==> src/rtl/qspi_pkg.sv <==
// Shared encodings for the quad/single-lane serial sequencer: op codes, beat
// counts and the sequencer state type.
package qspi_pkg;

  localparam logic OP_WRITE = 1'b0;
  localparam logic OP_READ  = 1'b1;

  localparam logic [4:0] BEATS_WR     = 5'd16;
  localparam logic [4:0] BEATS_RD     = 5'd10;
  localparam logic [4:0] RD_CMD_BEATS = 5'd2;

  typedef enum logic [2:0] {
    IDLE,
    SETUP,
    LOW,
    HIGH,
    HOLD,
    GAP
  } state_t;

  function automatic logic [4:0] last_beat(input logic op);
    return (op == OP_READ) ? BEATS_RD : BEATS_WR;
  endfunction

endpackage

==> src/rtl/qspi_tick_cnt.sv <==
// Loadable 8-bit down-counter that times every phase of the sequencer; it
// parks at zero until reloaded.
module qspi_tick_cnt (
  input  logic       clk_i,
  input  logic       reset_n_i,
  input  logic       load,
  input  logic [7:0] load_val,
  output logic       zero
);

  logic [7:0] count;

  always_ff @(posedge clk_i) begin
    if (!reset_n_i) begin
      count <= '0;
    end else if (load) begin
      count <= load_val;
    end else if (count != 8'd0) begin
      count <= count - 8'd1;
    end
  end

  assign zero = (count == 8'd0);

endmodule

==> src/rtl/qspi_seq_ctrl.sv <==
// Transaction sequencer for the serial mux datapath: generates cs_n, sclk,
// beat index, lane mode and the drive/sample strobes. All outputs registered.
module qspi_seq_ctrl
  import qspi_pkg::*;
#(
  parameter int unsigned CLK_DIV = 2,
  parameter int unsigned CS_GAP  = 4
) (
  input  logic       clk_i,
  input  logic       reset_n_i,
  input  logic       req_i,
  input  logic       op_i,
  input  logic       mode_i,
  input  logic       abort_i,
  output logic       ack_o,
  output logic       busy_o,
  output logic       done_o,
  output logic [4:0] idx_o,
  output logic       mode_o,
  output logic       drive_o,
  output logic       sample_o,
  output logic       sclk_o,
  output logic       cs_n_o
);

  localparam logic [7:0] DIV_LOAD = 8'(CLK_DIV - 1);
  localparam logic [7:0] GAP_LOAD = 8'(CS_GAP - 1);

  state_t     state;
  state_t     state_nxt;
  logic       op_q;
  logic [4:0] last;
  logic       active;
  logic       accept;
  logic       tick_zero;
  logic       tick_load;
  logic [7:0] tick_val;

  logic       ack_d;
  logic       busy_d;
  logic       done_d;
  logic [4:0] idx_d;
  logic       mode_d;
  logic       drive_d;
  logic       sample_d;
  logic       sclk_d;
  logic       cs_n_d;

  assign last   = last_beat(op_q);
  assign active = state inside {SETUP, LOW, HIGH, HOLD};
  assign accept = (state == IDLE) && req_i;

  // Every state change restarts the shared timer for the phase being entered.
  assign tick_load = (state_nxt != state);
  assign tick_val  = (state_nxt == GAP) ? GAP_LOAD : DIV_LOAD;

  qspi_tick_cnt u_tick (
    .clk_i     (clk_i),
    .reset_n_i (reset_n_i),
    .load      (tick_load),
    .load_val  (tick_val),
    .zero      (tick_zero)
  );

  always_ff @(posedge clk_i) begin
    if (!reset_n_i) begin
      state    <= IDLE;
      op_q     <= OP_WRITE;
      ack_o    <= 1'b0;
      busy_o   <= 1'b0;
      done_o   <= 1'b0;
      idx_o    <= '0;
      mode_o   <= 1'b0;
      drive_o  <= 1'b0;
      sample_o <= 1'b0;
      sclk_o   <= 1'b0;
      cs_n_o   <= 1'b1;
    end else begin
      state    <= state_nxt;
      if (accept) op_q <= op_i;
      ack_o    <= ack_d;
      busy_o   <= busy_d;
      done_o   <= done_d;
      idx_o    <= idx_d;
      mode_o   <= mode_d;
      drive_o  <= drive_d;
      sample_o <= sample_d;
      sclk_o   <= sclk_d;
      cs_n_o   <= cs_n_d;
    end
  end

  // Abort takes priority over any timer expiry, including the HOLD completion.
  always_comb begin
    state_nxt = state;
    if (active && abort_i) begin
      state_nxt = GAP;
    end else begin
      unique case (state)
        IDLE:  if (req_i) state_nxt = SETUP;
        SETUP: if (tick_zero) state_nxt = LOW;
        LOW:   if (tick_zero) state_nxt = HIGH;
        HIGH:  if (tick_zero) state_nxt = (idx_o == last) ? HOLD : LOW;
        HOLD:  if (tick_zero) state_nxt = GAP;
        GAP:   if (tick_zero) state_nxt = IDLE;
        default: state_nxt = IDLE;
      endcase
    end
  end

  // Next output values derived from the transition; idx only moves on LOW entry.
  always_comb begin
    ack_d    = accept;
    busy_d   = (state_nxt != IDLE);
    done_d   = (state == HOLD) && tick_zero && !abort_i;
    cs_n_d   = !(state_nxt inside {SETUP, LOW, HIGH, HOLD});
    sclk_d   = (state_nxt == HIGH);
    mode_d   = mode_o;
    if (accept) mode_d = (op_i == OP_READ) ? 1'b1 : mode_i;

    idx_d = idx_o;
    if (state_nxt == GAP || state_nxt == IDLE) begin
      idx_d = '0;
    end else if (state == SETUP && state_nxt == LOW) begin
      idx_d = 5'd1;
    end else if (state == HIGH && state_nxt == LOW) begin
      idx_d = idx_o + 5'd1;
    end

    drive_d  = (state_nxt inside {LOW, HIGH}) &&
               (op_q == OP_WRITE || idx_d <= RD_CMD_BEATS);
    sample_d = (state == LOW) && (state_nxt == HIGH) &&
               (op_q == OP_READ) && (idx_o >= 5'd3);
  end

endmodule

==> config.mk <==
export PLATFORM = sky130hd
export DESIGN_NAME = qspi_seq_ctrl
export DESIGN_NICKNAME = d
export VERILOG_FILES = /design/src/rtl/qspi_pkg.sv /design/src/rtl/qspi_tick_cnt.sv /design/src/rtl/qspi_seq_ctrl.sv
export SDC_FILE = /design/constraint.sdc
export NUM_CORES = 1
export LEC_CHECK = 0
export ABC_AREA = 0
export CAP_MARGIN = 20
export CORE_ASPECT_RATIO = 0.6
export CORE_UTILIZATION = 55
export CTS_CLUSTER_DIAMETER = 30
export DETAILED_ROUTE_END_ITERATION = 8
export PLACE_DENSITY = 0.89
export SYNTH_ARGS = -nofsm -noshare
export SYNTH_HDL_FRONTEND = slang
export SYNTH_HIERARCHICAL = 1
export SYNTH_SLANG_ARGS = --single-unit
==> constraint.sdc <==
create_clock -name clk_i -period 6.55 [get_ports clk_i]
set_clock_uncertainty 0.05 [all_clocks]
set_input_delay 1.31 -clock clk_i [delete_from_list [all_inputs] [get_ports clk_i]]
set_output_delay 1.31 -clock clk_i [all_outputs]
set_load 0.02 [all_outputs]
==> results by group, run 1 <==
Route
  • Drt pass-1 iters: 4
  • Routed wire length: between 3000 and 4000 um
  • Number of DRC markers in iteration 0: between 100 and 150
  • DR vias: between 1,000 and 1,500
  • Antenna-violating nets left: 0
  • Post-route DRC violation count: 0
  • Wire per inst: 15.7 um
  • Vias per inst: just over 6

Place
  • GPL Wtd Cong: 0.844
  • Port Buffers: 18
  • Post-DP HPWL: around 2500 um

Cells and area
  • Share of cells above drive strength 1: under 10%
  • Diode count: 0
  • Final nets: about 190
  • Most frequent cells in the layout: dfxtp_1 (25), clkdlybuf4s50_1 (18), nor2_1 (17), nand2_1 (16)
  • # fillers: roughly 180
  • Layout overhead on the synthesized area: 17.7%
  • Most common cell after layout, fill and taps aside: dfxtp_1

Clocking
  • Post-CTS Setup Inserts: 0
  • # H-tree levels: 1
  • Worst-Skew Late Latency: 270 ps
  • CTS tree: done
  • Worst-case clock buffer depth: 2
  • Clock sink total: 25
  • Num CTS Buffers: 3
  • Clock-pin slew on the worst setup and hold paths: approximately 80 ps
  • Post_cts resized: 0
  • Root buf cell: clkbuf_8
  • # hold bufs at CTS: 0

Floorplanning
  • IO Count: 19
  • Full die area: 2730 sq um
  • DIE HEIGHT: about 40 um
  • Core Region: around 2300 sq um
  • Starting density of the core: approximately 61%
  • Die width: around 67 um
  • FP Rows: 13

Power
  • Switch Pwr: roughly 0.18 mW
  • PwrDens: 285 nW/um^2
  • Combinational Power Share: 36.6%
  • Leakage: 0.592 nW
  • Reg power frac: ~44%
  • Peak supply drop: between 0.15 and 0.2 mV
  • Net Sw Frac: about two fifths
  • Pint: 0.288 mW
  • Clk pwr share: approximately a fifth

STA
  • Final hold slack: between 400 and 500 ps
  • RSZ-0062 raised after global routing: no
  • Setup TNS: 0 ps
  • Rel. slew slack: 46.8%
  • Final min period: just under 4000 ps
  • Setup Viol. Count Final: 0
  • Max Slew Vio Count: 0
  • Final hold violation count: 0
  • Period utilisation layout: between 60 and 70%
  • Slew at the pin closest to its max-slew limit: a little under 800 ps
  • Achievable Freq: ~0.25 GHz

Yosys
  • Yosys warnings: 6
  • Post-Synth Simple-Gate Area: 28.7%
  • Synth Area in Adders: 1.80%
  • Mapped Cells: roughly 160
  • EDFF count, synth: 0
  • XOR/XNOR Fraction of Synth Area: 5.05%
  • Area fraction of the dominant cell type after synthesis: a little over a third
  • Post-synthesis mux area share: under 10%
  • Synth Cell Area: around 1400 sq um
  • Register bit total from synthesis: 25
  • Largest family of logic cells by synthesized area: simple AND/OR/NAND/NOR gates
  • Synth async-reset ratio: 0%
  • Ys flop type: dfxtp_1
  • Post-synth top area cell: dfxtp_1
  • Average cell area after synthesis: around 8.6 sq um
  • Compound-Gate Fraction of Synth Area: 20.9%
  • Dominant cells by area after synthesis: dfxtp_1 (36%), nor2_1 (4.6%), xnor2_1 (4.4%), nand2_1 (4.3%), a21oi_1 (2.9%)
  • Distinct cell type count after synthesis: 51
  • Sequential cell area fraction in the yosys report: 36.1%

Setup path
  • R2r startpoint: u_tick/count[3]$_SDFFE_PN0P_
  • CP Max Fanout: 9
  • Reg-to-reg setup timing slack: 2770 ps
  • Data arrival, critical path: around 4000 ps
  • Slowest CP cell: or4b_2
  • Reg-to-Reg End: u_tick/count[5]$_SDFFE_PN0P_
  • Worst reg2reg path depth: 10
  • WP data required: 6680 ps
  • Biggest cell delay along the critical path: between 700 and 800 ps
  • CP cell instances: clkdlybuf4s50_1 > nor3_1 > o21ai_0 > or4b_2 > xnor2_1 > or2_2 > inv_1 > nand2_1 > o31ai_1
  • CP startpoint: abort_i
  • CP top delay family: simple AND/OR/NAND/NOR gates
  • Critical Path End Type: register
  • CP startpoint kind: primary input
  • Worst path bufs/invs: 2
  • Setup Crit Path Kind: primary input to register
  • Worst path depth: 9

Hold path
  • Hold Crit Depth: 2
  • Hold EP: mode_o$_SDFFE_PN0P_
  • Min-delay worst type: register to register
  • Hold_sp: mode_o$_SDFFE_PN0P_

Outcome
  • Status: finished, final reports clean

Global route
  • Total gr overflow: 0
  • Number of antenna violations at the first check in global routing: 0
  • Gr usage total: between 20% and 30%
  • Vias in the first global route: roughly 1,100
  • Largest net degree at the start of global routing: 19
  • First-pass GRT wire length: approximately 5300 um

Job
  • Max-cap violations: 0
==> layout make-up <==
cell class	count	area (sq um)	area share, %
flip-flops and latches	25	500	30.7
multi-input cells	127	840	51.4
well taps	30	37.5	2.30
repair buffers	18	180	11.0
clock buffers	4	45.0	2.76
inverters	8	30.0	1.84
==> layer usage <==
metal / up-vias / global-route usage, % / share of wire, %
li1: 622 / - / -
met1: 601 / 37.7 / 44
met2: 82 / 43.7 / 43
met3: 8 / 8.06 / 12
met4: 0 / 7.98 / 1.3
met5: - / 0 / 0
==> per-stage QoR <==
stage	util (%)	instances	power, mW	worst slack [ps]	instance area, sq um
after floorplan	-	167	0.333	3230	1410
after global placement	69.7	208	0.357	2570	1590
after detailed placement	69.7	208	0.370	2380	1590
after CTS	71.7	212	0.458	2650	1630
after global routing	71.7	212	0.490	2470	1630
final	71.7	212	0.465	2610	1630
==> synthesized netlist by cell type (all sizes together), types with 2 or more instances <==
library cell   n
o211ai         2
buf            4
nand2b         2
nor3           6
and3           2
o21ai          8
and2           3
clkbuf         3
nor2          17
ha             2
a21o           2
inv            8
nand2         16
xnor2          7
mux2i          3
nor4           4
nor3b          3
o31ai          4
nand4b         2
nand3          6
conb           2
a2111oi        2
a21oi          8
or4b           2
a211oi         2
dfxtp         25
==> cells by family after synthesis <==
group | Yosys count
compound gates | 37
xor+xnor | 8
fa+ha+maj | 2
buf+inv | 15
flops | 25
mux | 3
other cells | 2
simple gates | 70
==> registers in the layout, indices dropped and copies added, names as in the netlist <==
name and count:
u_tick/count 8, idx_o 5, state 3, ack_o 1
busy_o 1, cs_n_o 1, done_o 1, drive_o 1
mode_o 1, op_q 1, sample_o 1, sclk_o 1
==> worst min-delay path: cells and delay by family (launching register included) <==
family           cells  cell delay [ps]
flip-flops           1              320
AND/OR/NAND/NOR      1              100
AO/OA/AOI/OAI        1               50
==> worst max-delay path by stage <==
stage                                              end  slack (ps)
after floorplan           u_tick/count[3]$_SDFFE_PN0P_        3230
after global placement    u_tick/count[5]$_SDFFE_PN0P_        2570
after detailed placement  u_tick/count[5]$_SDFFE_PN0P_        2380
after CTS                 u_tick/count[5]$_SDFFE_PN0P_        2650
after global routing      u_tick/count[5]$_SDFFE_PN0P_        2470
final                     u_tick/count[5]$_SDFFE_PN0P_        2610
==> power groups by stage <==
stage	combinational (mW)	clock, mW	sequential [mW]
3_5_place_dp	0.163	0	0.207
4_1_cts	0.165	0.0894	0.203
5_1_grt	0.186	0.0975	0.207
2_1_floorplan	0.132	0	0.201
3_3_place_gp	0.154	0	0.204
6_report	0.170	0.0890	0.206
Power figures use the tool's default switching activity.
==> run 2, diff against run 1 <==
- CORE_UTILIZATION: 55 -> 53
- PLACE_DENSITY: 0.89 -> 0.87
- clock period: 6.55 -> 4.1 ns (I/O delays scaled with it)
==> run 2 against run 1 <==
  * Wire length decreased by 4.7%
  * Sequential power grew 59%
  * Worst hold slack better by 8.7 ps
  * Worst setup slack lost 2300 ps
  * Critical endpoint is now u_tick/count[1]$_SDFFE_PN0P_
==> results by group, run 2 (synthesis gave the netlist of run 1 again) <==
Power
  • Pint: 0.459 mW (was 0.288 mW)
  • Net Sw Frac: 37.5% (was 38.1%)
  • Combinational Power Share: 35.9% (was 36.6%)
  • PwrDens: 450 nW/um^2 (was 285 nW/um^2)
  • Leakage: 0.595 nW (was 0.592 nW)
  • Clk pwr share: 19.5% (was 19.2%)
  • Peak supply drop: 0.306 mV (was 0.153 mV)
  • Switch Pwr: 0.276 mW (was 0.177 mW)
  • Reg power frac: 44.6% (was 44.2%)

Route
  • Drt pass-1 iters: 4 (unchanged)
  • Wire per inst: 15.0 um (was 15.7 um)
  • Antenna-violating nets left: 0 (unchanged)
  • Post-route DRC violation count: 0 (unchanged)
  • DR vias: 1,269 (was 1,313)
  • Routed wire length: 3180 um (was 3340 um)
  • Vias per inst: 5.99 (was 6.19)
  • Number of DRC markers in iteration 0: 105 (was 110)

Global route
  • Vias in the first global route: 1,049 (was 1,125)
  • Largest net degree at the start of global routing: 19 (unchanged)
  • First-pass GRT wire length: 5110 um (was 5290 um)
  • Total gr overflow: 0 (unchanged)
  • Gr usage total: 25.1% (was 27.8%)
  • Number of antenna violations at the first check in global routing: 0 (unchanged)

Cells and area
  • # fillers: 170 (was 178)
  • Final nets: 191 (unchanged)
  • Most frequent cells in the layout: dfxtp_1 (25), clkdlybuf4s50_1 (18), nor2_1 (17), nand2_1 (16) (unchanged)
  • FF+latch area: 500 sq um (unchanged)
  • Share of cells above drive strength 1: 8.24% (was 7.69%)
  • Most flop-heavy register: u_tick/count (unchanged)
  • Non-Filler Instances: 212 (unchanged)
  • Multi-input gate area: 840 sq um (unchanged)
  • Layout overhead on the synthesized area: 17.8% (was 17.7%)
  • Diode count: 0 (unchanged)
  • Finished Cell Area: 1630 sq um (about the same)
  • Top flop regs: u_tick/count (8), idx_o (5), state (3) (unchanged)
  • Max FFs per register: 8 (unchanged)
  • Most common cell after layout, fill and taps aside: dfxtp_1 (unchanged)

STA
  • Final hold violation count: 0 (unchanged)
  • Slew at the pin closest to its max-slew limit: 832 ps (was 787 ps)
  • Setup Viol. Count Final: 0 (unchanged)
  • Final hold slack: 473 ps (was 464 ps)
  • Rel. slew slack: 43.7% (was 46.8%)
  • Max Slew Vio Count: 0 (unchanged)
  • Worst Slack Setup Final: 294 ps (was 2610 ps)
  • Achievable Freq: between 0.2 and 0.3 GHz
  • Final min period: 3810 ps
  • Setup TNS: 0 ps (unchanged)
  • RSZ-0062 raised after global routing: no (unchanged)
  • Period utilisation layout: between 90% and 100%

Clocking
  • Worst-case clock buffer depth: 2 (unchanged)
  • Root buf cell: clkbuf_8 (unchanged)
  • Clock sink total: 25 (unchanged)
  • Num CTS Buffers: 3 (unchanged)
  • Post-CTS Setup Inserts: 0 (unchanged)
  • Clock-pin slew on the worst setup and hold paths: 80 ps (about the same)
  • Worst-Skew Late Latency: 270 ps (about the same)
  • # hold bufs at CTS: 0 (unchanged)
  • CTS tree: done (unchanged)
  • # H-tree levels: 1 (unchanged)
  • Post_cts resized: 0 (unchanged)

Setup path
  • Crit-path most repeated cell: o21ai_0
  • Critical Path End Type: register (unchanged)
  • Worst path depth: 10 (was 9)
  • Slowest CP cell: or4b_2 (unchanged)
  • WP data required: 4230 ps (was 6680 ps)
  • Data arrival, critical path: 3930 ps (was 4070 ps)
  • Worst path bufs/invs: 1 (was 2)
  • CP cell instances: nor4_4 > and4bb_1 > nor3_1 > o21ai_0 > or4b_2 > xnor2_1 > or2_2 > inv_1 > o21ai_0 > a311oi_2 (was clkdlybuf4s50_1 > nor3_1 > o21ai_0 > or4b_2 > xnor2_1 > or2_2 > inv_1 > nand2_1 > o31ai_1)
  • CP Max Fanout: 18 (was 9)
  • Setup Crit Path Kind: register to register (was primary input to register)
  • Biggest cell delay along the critical path: 720 ps (was 710 ps)
  • CP top delay family: simple AND/OR/NAND/NOR gates (unchanged)
  • CP startpoint kind: register (was primary input)
  • Worst reg2reg path depth: 10 (unchanged)

Outcome
  • Status: finished, final reports clean (unchanged)

Place
  • Post-DP HPWL: 2360 um (was 2480 um)
  • Placed Area: 1590 sq um (unchanged)
  • Placed Instances: 208 (unchanged)
  • Port Buffers: 18 (unchanged)
  • Place WS: 363 ps (was 2380 ps)
  • GPL Wtd Cong: 0.906 (was 0.844)

Floorplanning
  • Die width: 68.1 um (was 66.8 um)
  • FP Rows: 13 (unchanged)
  • Full die area: 2830 sq um (was 2730 sq um)
  • Core Region: 2310 sq um (was 2280 sq um)
  • IO Count: 19 (unchanged)
  • DIE HEIGHT: 41.6 um (was 40.9 um)
  • Starting density of the core: 60.1% (was 60.9%)

Hold path
  • Hold Crit Depth: 2 (unchanged)
  • Min-delay worst type: register to register (unchanged)

Job
  • Max-cap violations: 0 (unchanged)
run 2: through the flow:
step,utilization (%),power [mW]
after floorplan,-,0.532
after global placement,68.7,0.572
after detailed placement,68.7,0.587
after CTS,70.7,0.733
after global routing,70.7,0.780
final,70.7,0.735
run 2: power by group through the flow:
stage | combinational [mW] | clock, mW | sequential (mW)
after floorplan | 0.211 | 0 | 0.321
after global placement | 0.246 | 0 | 0.326
after detailed placement | 0.256 | 0 | 0.330
after CTS | 0.259 | 0.149 | 0.325
after global routing | 0.289 | 0.160 | 0.331
final | 0.263 | 0.143 | 0.328
run 2: final timing paths:
check	start	to	slack (ps)
setup / recovery	u_tick/count[3]$_SDFFE_PN0P_	u_tick/count[1]$_SDFFE_PN0P_	290
hold / removal	mode_o$_SDFFE_PN0P_	mode_o$_SDFFE_PN0P_	470
setup reg to reg	u_tick/count[3]$_SDFFE_PN0P_	u_tick/count[1]$_SDFFE_PN0P_	290
hold reg to reg	mode_o$_SDFFE_PN0P_	mode_o$_SDFFE_PN0P_	470
run 2: layout make-up:
type | count | share of cell area (%)
Inverter | 8 | 1.84
Tap cell | 30 | 2.30
Sequential cell | 25 | 30.6
Clock inverter | 1 | 0.306
Timing Repair Buffer | 18 | 11.0
Clock buffer | 3 | 2.53
Multi-Input combinational cell | 127 | 51.4
run 2: per-layer routing:
metal  global-route usage, %  vias up  routed length [um]
met5                       0        -                   0
met4                    10.8        0                  75
met3                    9.07       11                 271
met2                    32.5       63                1320
met1                    36.4      577                1520
li1                        -      618                   -
run 2: tightest hold or removal path: cells and delay by family (launching register included):
kind | cells | cell delay [ps]
flip-flops | 1 | 320
AND/OR/NAND/NOR | 1 | 100
AO/OA/AOI/OAI | 1 | 60
